===== src/rtl/rv32_bus_arbiter.sv =====
// Purpose: arbitrates one shared RV32 memory bus between an instruction-fetch port and a data port.
// Latency: bus strobes rise the cycle after a request is seen in IDLE; ready/fault/value return combinationally in the completion cycle.
// Backpressure: requesters hold their request until ready; the bus stalls by withholding bus_ready_in, bounded by TIMEOUT_CYCLES.
//
// Ports:
//   clk, reset                 rising-edge clock, asynchronous active-low reset
//   instr_*                    fetch request in; read value / ready pulse / fault out
//   data_*                     read/write request with byte mask in; read value / ready pulse / fault out
//   bus_*                      shared bus strobes, address, mask, write value out; read value, ready, fault in
//   grant_data_out             high while the data port owns the bus
//
// Parameter TIMEOUT_CYCLES: number of bus cycles a transaction may wait for bus_ready_in
// before it is completed with a forced fault; 0 disables the limit.

module rv32_bus_arbiter #(
    parameter int TIMEOUT_CYCLES = 16
) (
    input  logic        clk,
    input  logic        reset,

    // instruction fetch port
    input  logic        instr_read_in,
    input  logic [31:0] instr_address_in,
    output logic [31:0] instr_read_value_out,
    output logic        instr_ready_out,
    output logic        instr_fault_out,

    // data load/store port
    input  logic        data_read_in,
    input  logic        data_write_in,
    input  logic [3:0]  data_write_mask_in,
    input  logic [31:0] data_address_in,
    input  logic [31:0] data_write_value_in,
    output logic [31:0] data_read_value_out,
    output logic        data_ready_out,
    output logic        data_fault_out,

    // shared bus
    output logic        bus_read_out,
    output logic        bus_write_out,
    output logic [3:0]  bus_write_mask_out,
    output logic [31:0] bus_address_out,
    output logic [31:0] bus_write_value_out,
    input  logic [31:0] bus_read_value_in,
    input  logic        bus_ready_in,
    input  logic        bus_fault_in,

    output logic        grant_data_out
);

    typedef enum logic [1:0] {
        ST_IDLE  = 2'd0,
        ST_INSTR = 2'd1,
        ST_DATA  = 2'd2
    } state_t;

    // The counter only ever needs to reach TIMEOUT_CYCLES-1: the Nth bus cycle
    // is the one in which it holds N-1.
    localparam int CNT_W = (TIMEOUT_CYCLES > 2) ? $clog2(TIMEOUT_CYCLES) : 1;
    localparam logic [CNT_W-1:0] CNT_LAST =
        (TIMEOUT_CYCLES > 0) ? CNT_W'(TIMEOUT_CYCLES - 1) : '0;

    state_t      state_q, state_d;
    logic        last_data_q, last_data_d;   // 1: data port was granted last
    logic [CNT_W-1:0] cnt_q, cnt_d;

    // transaction fields captured on the grant edge
    logic        rd_q, rd_d;
    logic        wr_q, wr_d;
    logic [3:0]  mask_q, mask_d;
    logic [31:0] addr_q, addr_d;
    logic [31:0] wval_q, wval_d;

    logic        data_req;
    logic        pick_data;
    logic        timeout_hit;
    logic        done;
    logic        done_fault;

    always_ff @(posedge clk or negedge reset) begin
        if (!reset) begin
            state_q     <= ST_IDLE;
            last_data_q <= 1'b0;
            cnt_q       <= '0;
            rd_q        <= 1'b0;
            wr_q        <= 1'b0;
            mask_q      <= 4'b0000;
            addr_q      <= 32'h0;
            wval_q      <= 32'h0;
        end else begin
            state_q     <= state_d;
            last_data_q <= last_data_d;
            cnt_q       <= cnt_d;
            rd_q        <= rd_d;
            wr_q        <= wr_d;
            mask_q      <= mask_d;
            addr_q      <= addr_d;
            wval_q      <= wval_d;
        end
    end

    always_comb begin
        state_d     = state_q;
        last_data_d = last_data_q;
        cnt_d       = cnt_q;
        rd_d        = rd_q;
        wr_d        = wr_q;
        mask_d      = mask_q;
        addr_d      = addr_q;
        wval_d      = wval_q;

        bus_read_out         = 1'b0;
        bus_write_out        = 1'b0;
        bus_write_mask_out   = 4'b0000;
        bus_address_out      = 32'h0;
        bus_write_value_out  = 32'h0;
        instr_read_value_out = 32'h0;
        instr_ready_out      = 1'b0;
        instr_fault_out      = 1'b0;
        data_read_value_out  = 32'h0;
        data_ready_out       = 1'b0;
        data_fault_out       = 1'b0;
        grant_data_out       = 1'b0;

        data_req    = data_read_in | data_write_in;
        // On contention the port that did not win last time gets the bus.
        pick_data   = data_req & (~instr_read_in | ~last_data_q);
        timeout_hit = (TIMEOUT_CYCLES != 0) && (cnt_q == CNT_LAST);
        // A real bus response beats a coinciding timeout.
        done        = bus_ready_in | timeout_hit;
        done_fault  = bus_ready_in ? bus_fault_in : 1'b1;

        case (state_q)
            ST_IDLE: begin
                if (pick_data) begin
                    state_d     = ST_DATA;
                    last_data_d = 1'b1;
                    cnt_d       = '0;
                    addr_d      = data_address_in;
                    // read+write together is treated as a store
                    wr_d        = data_write_in;
                    rd_d        = data_read_in & ~data_write_in;
                    mask_d      = data_write_mask_in;
                    wval_d      = data_write_value_in;
                end else if (instr_read_in) begin
                    state_d     = ST_INSTR;
                    last_data_d = 1'b0;
                    cnt_d       = '0;
                    addr_d      = instr_address_in;
                    wr_d        = 1'b0;
                    rd_d        = 1'b1;
                    mask_d      = 4'b0000;
                    wval_d      = 32'h0;
                end
            end

            ST_INSTR, ST_DATA: begin
                bus_read_out        = rd_q;
                bus_write_out       = wr_q;
                bus_write_mask_out  = mask_q;
                bus_address_out     = addr_q;
                bus_write_value_out = wval_q;
                grant_data_out      = (state_q == ST_DATA);

                if (done) begin
                    // Always drop back to IDLE so the other port gets a look-in.
                    state_d = ST_IDLE;
                    if (state_q == ST_DATA) begin
                        data_ready_out      = 1'b1;
                        data_fault_out      = done_fault;
                        data_read_value_out = bus_read_value_in;
                    end else begin
                        instr_ready_out      = 1'b1;
                        instr_fault_out      = done_fault;
                        instr_read_value_out = bus_read_value_in;
                    end
                end else begin
                    cnt_d = cnt_q + 1'b1;
                end
            end

            default: begin
                state_d = ST_IDLE;
            end
        endcase
    end

endmodule


===== config.mk =====
export PLATFORM = sky130hd
export DESIGN_NAME = rv32_bus_arbiter
export DESIGN_NICKNAME = d
export VERILOG_FILES = /design/src/rtl/rv32_bus_arbiter.sv
export SDC_FILE = /design/constraint.sdc
export NUM_CORES = 1
export LEC_CHECK = 0
export CORE_MARGIN = 5
export CORE_UTILIZATION = 38
export CTS_BUF_LIST = sky130_fd_sc_hd__clkbuf_4 sky130_fd_sc_hd__clkbuf_8
export CTS_CLUSTER_DIAMETER = 200
export DETAILED_ROUTE_END_ITERATION = 12
export PLACE_DENSITY = 0.81
export SYNTH_ARGS = -nofsm -noshare
export SYNTH_HDL_FRONTEND = slang
export SYNTH_SLANG_ARGS = --single-unit

===== constraint.sdc =====
create_clock -name clk -period 2.48 [get_ports clk]
set_input_delay 0.62 -clock clk [delete_from_list [all_inputs] [get_ports clk]]
set_output_delay 0.62 -clock clk [all_outputs]
set_load 0.02 [all_outputs]

**Word-level counts from Yosys, hierarchy flattened**

Index checks and enable logic that the tools add are counted.

- Bits in registers: 77
- Latch bits: 0
- RAM bits: 0
- Bits in read-only memories: 0
- Output and inout bits: 139
- Memories kept: 0

- $add $sub $neg: 1
- $mul: 0
- Divide/modulo/power cells: 0
- $lt $le $gt $ge: 0
- Eq/ne operators: 6
- Shift operators: 0
- Mux-type cells: 43
- Bitwise gates (word level): 8
- Reduce and logical (&&, ||, !) cells: 7

Operators with widths:

| cell | count |
|---|---|
| 2-to-1 mux 32 bit | 12 |
| 2-to-1 mux 1 bit | 21 |
| 2-to-1 mux 4 bit | 5 |
| one-hot mux 4 bit (2 select lines) | 1 |
| 2-to-1 mux 2 bit | 3 |
| adder 4 x 1 -> 4 bit (second input constant) | 1 |
| equality test 4 bit (second input constant) | 1 |
| != test 2 bit (second input constant) | 2 |
| one-hot mux 2 bit (2 select lines) | 1 |
| AND reduction 2 bit | 2 |
| nonzero test 2 bit | 2 |
| != test 3 bit (second input constant) | 1 |
| NOT 1 bit | 3 |
| bitwise OR 1 bit | 3 |
| AND reduction 3 bit | 1 |
| AND 1 bit | 2 |
| equality test 2 x 1 -> 1 bit (second input constant) | 1 |
| equality test 2 bit (second input constant) | 1 |
| zero test 2 bit | 1 |
| OR reduction 2 bit | 1 |

**Logic depth before layout (Yosys ltp)**

- Depth in word-level cells: 5
- Gate-level depth with buffers: 8

**Worst setup path before layout**

Ideal clock, no wire load.

- Path type: register to output
- Start: reg state_q[1]
- End: out instr_fault_out
- Arrival: 1568 ps
- Slack: 292 ps
- Stages on the path, launching flop included: 5
- Path buffers: 0
- Path through: dfrtp_1 inv_1 ha_1 inv_2 nor4_1

- Word-level cells in the longest chain between the ends: 4
- Elaborated cells between the ends (all ways): 6
- Those cells by class: eq/ne (2); mux (3); reduce/logical (1)

RTL lines:

| item | RTL line | RTL |
|---|---|---|
| start: declaration | 63 | `state_t state_q, state_d;` |
| start signal: assignment | 91 | `state_q <= state_d;` |
| equality test 2 bit | 133, 168 |  |
| 2-to-1 mux 1 bit | 168 | `if (state_q == ST_DATA) begin` |
| 2-to-1 mux 1 bit | 165 | `if (done) begin` |
| 2-to-1 mux 1 bit (*) | 133 | `case (state_q)` |
| end: declaration | 26 | `output logic instr_fault_out,` |

Every way passes the cells marked *; elsewhere a longest branch is shown, timed or not.

**Worst setup path in the final report**

- Start: reg state_q[1]
- End: out data_fault_out

- Word-level cells in the longest chain between the ends: 4
- Elaborated cells between the ends (all ways): 6
- Those cells by class: eq/ne (2); mux (3); reduce/logical (1)

RTL lines:

| item | RTL line | RTL |
|---|---|---|
| equality test 2 bit | 133, 168 |  |
| 2-to-1 mux 1 bit | 168 |  |
| 2-to-1 mux 1 bit | 165 |  |
| 2-to-1 mux 1 bit (*) | 133 |  |
| end: declaration | 36 | `output logic data_fault_out,` |

Marks and branches as above.

==> metrics.md <==
| Metric | Value |
|---|---|
| XOR/XNOR Fraction of Synth Area | `0%` |
| Failing checks | `setup timing` |
| Layout cells sized above 1 | `a little under two fifths` |
| Hold WC Path Type | `in2async` |
| Status | `finished, violations left` |
| CTS tree | `yes` |
| Final Power | `8620 uW` |
| Worst Clk Skew | `about 0.0093 ns` |
| Vias | `around 4400` |
| Core area | `approximately 11000 sq um` |
| Crit path largest cell delay | `around 0.37 ns` |
| Synth Area in Adders | `under 10%` |
| Post-Syn Nets | `roughly 580` |
| Initial core utilization | `approximately two fifths` |
| Final nets | `870` |
| Crit path buffers/inverters | `4` |
| First-pass GRT wire length | `roughly 23000 um` |
| Distinct cell type count after synthesis | `40` |
| Final GP Congestion | `roughly 0.86` |
| Top cell by count, worst path | `buf_4` |
| Die area | `between 10000 and 15000 sq um` |
| Commonest non-fill, non-tap cell in the layout | `clkdlybuf4s50_1` |
| Slew HR | `between 30% and 40%` |
| Most frequent cells in the layout | `clkdlybuf4s50_1 (136), dfrtp_1 (77), and2_1 (73)` |
| Max cap viols | `0` |
| Clock Sinks | `just under 80` |
| Setup WS post-layout | `-0.0192 ns` |
| # DRC | `0` |
| CP required | `approximately 1.9 ns` |
| Max Buffers Root-to-Sink | `2` |
| Power density over the cells | `between 1000 and 1500 nW/um^2` |
| Worst path top cell family by delay | `buffers and inverters` |
| Clock buffer count from CTS | `9` |
| Final slew viol count | `0` |
| Minimum clock period | `approximately 2.5 ns` |
| Leak pwr | `about 0.0037 uW` |
| Antenna viol nets, final | `0` |
| Cell area after synthesis | `roughly 4300 sq um` |
| Count of input and output buffers | `around 280` |
| Synth Area in Simple Gates | `26.3%` |
| Wire per inst | `~19 um` |
| Fin. Hold Viols | `0` |
| Maximum vdd ir drop | `roughly 0.6 mV` |
| Final global-route overflow total | `0` |
| Hpwl dp | `approximately 12000 um` |
| Mapped Avg Cell Area | `roughly 10 sq um` |
| Number of global-route vias before repair | `around 4400` |
| H-tree depth | `3` |
| Final period utilization | `101%` |
| CP cell instances | `inv_2 > ha_4 > buf_4 > and3_4 > clkbuf_16 > nor2b_2 > buf_4` |
| Fmax | `between 0.4 and 0.5 GHz` |
| IO Count | `roughly 280` |
| Synthesis Warnings | `0` |
| Largest net degree at the start of global routing | `between 70 and 80` |
| Critical path data arrival time | `around 1.9 ns` |
| Seq/Total Area, Yosys | `between 40 and 50%` |
| FP Rows | `39` |
| Final WL | `around 17000 um` |
| Final Cell Area | `7870 sq um` |
| Worst-path fanout max | `8` |
| Post-synthesis mux area share | `7.64%` |
| Final setup viols | `2` |
| Startpoint types | `flip-flop` |
| Antenna diodes | `0` |
| CTS clock-pin slew for the worst setup and hold paths | `0.08 ns` |
| Skew-Pair Late Insertion Delay | `around 0.35 ns` |
| Horiz. Die Dim | `around 120 um` |
| GRT Total Usage | `a little over a fifth` |
| Area growth syn-to-layout | `81.9%` |
| Root Buffer | `clkbuf_8` |
| Nature of the critical path endpoint | `output pin` |
| Unrepaired setup endpoints after global routing | `true` |
| Die span in y | `around 120 um` |
| Vias per cell | `roughly 5.0` |
| Initial antenna violation count | `0` |
| Synth Area in Compound Gates | `between 10% and 20%` |
| Post-synthesis sequential element count | `between 70 and 80` |
| Placed Instance Area | `roughly 7300 sq um` |
| Post-Synthesis Cells | `roughly 430` |
| Drt first-iter violations | `between 150 and 200` |
| WS Path Type | `reg2out` |
| First-pass detailed-route iteration total | `4` |
| Least-Margin Pin Slew | `0.946 ns` |
| Critical-path top delay cell | `dfrtp_1` |
| Largest family of logic cells by synthesized area | `simple AND/OR/NAND/NOR gates` |
## layout make-up
cell class	instances	area [sq um]
multi-input cells	315	2380
repair buffers	320	3160
well taps	143	179
clock buffers	11	151
flip-flops and latches	77	1930
clock inverters	4	47.5
inverters	4	15.0
fillers	817	3400
## sequential cells by signal (all words and copies together), names as in the netlist
signal       count
cnt_q            4
rd_q             1
wr_q             1
state_q          2
last_data_q      1
wval_q          32
addr_q          32
mask_q           4
## cells by family after synthesis
family | after synthesis
and+or+nand+nor | 193
muxes | 33
DFF | 77
adders and majority gates | 4
buffers and inverters | 40
AOI/OAI and AO/OA | 85
## cells in the mapped netlist
master	count	area (sq um)
a211oi_1	1	7.51
a21o_1	1	7.51
a21oi_1	1	5.00
a22o_1	36	315
a2bb2oi_4	1	26.3
a31o_1	1	8.76
a31oi_1	2	12.5
a31oi_2	1	12.5
and2_1	132	826
and3_1	2	12.5
buf_2	13	65.1
buf_4	7	52.6
buf_6	7	78.8
clkbuf_1	9	33.8
dfrtp_1	77	1930
ha_1	4	50.1
inv_1	3	11.3
inv_2	1	3.75
mux2i_1	33	330
nand2_1	36	135
nand2b_1	2	12.5
nand3_1	5	25.0
nand4_1	1	6.26
nor2_1	2	7.51
nor2b_1	3	18.8
nor3_1	2	10.0
nor3_2	1	10.0
nor3b_1	1	7.51
nor4_1	2	12.5
nor4b_1	1	8.76
nor4b_4	1	23.8
o211a_1	1	10.0
o21a_1	2	15.0
o21ai_0	3	15.0
o21ai_1	32	160
o2bb2ai_1	1	8.76
o311a_1	1	10.0
o31ai_4	1	21.3
or4_1	1	7.51
or4b_4	1	13.8
## per-layer routing
metal,GRT usage (%),routed length (um),vias up,share of wire [%]
li1,-,-,2061,-
met1,22.4,5870,2068,35
met2,39.6,8880,193,54
met3,6.53,1340,37,8.1
met4,7.80,459,0,2.8
met5,0,0,-,0
## final timing paths
kind | startpoint | endpoint | slack, ns | cells past startpoint
worst min register to register | addr_q[2] | addr_q[2] | 0.48 | 2
worst min-delay path | reset | addr_q[7] | 0.41 | 1
min in group clk | addr_q[2] | addr_q[2] | 0.48 | 2
worst max register to register | state_q[1] | cnt_q[3] | 0.75 | 7
worst max-delay path | state_q[1] | data_fault_out | -0.02 | 7
max in group asynchronous | reset | wval_q[6] | 1.46 | 1
## metrics by stage
stage / std cells / setup TNS [ns] / worst slack (ns) / util [%] / hold WS (ns)
2_1_floorplan: 432 / 0 / 0.292 / - / 0.324
3_3_place_gp: 847 / -32.26 / -0.532 / 65.0 / 0.460
3_5_place_dp: 847 / -37.35 / -0.591 / 65.0 / 0.468
4_1_cts: 865 / -0.466 / -0.101 / 66.2 / 0.436
5_1_grt: 874 / -4.53 / -0.109 / 69.8 / 0.495
6_report: 874 / -0.0222 / -0.0192 / 69.8 / 0.410
## repair_timing
| action | CTS | global route |
|---|---|---|
| hold buffers | 0 | 0 |
| gates resized for setup | 476 | 221 |
| gates cloned | 1 | 7 |
| pin swaps | 1 | 9 |
| setup buffers | 2 | 3 |
| endpoints found under the setup margin | 139 | 136 |
## power breakdown
part / internal (uW) / switching, uW
logic: 2640 / 2900
clock network: 511 / 457
registers: 1820 / 288
total: 4970 / 3650
No activity file was read; power rests on OpenSTA's default activity.
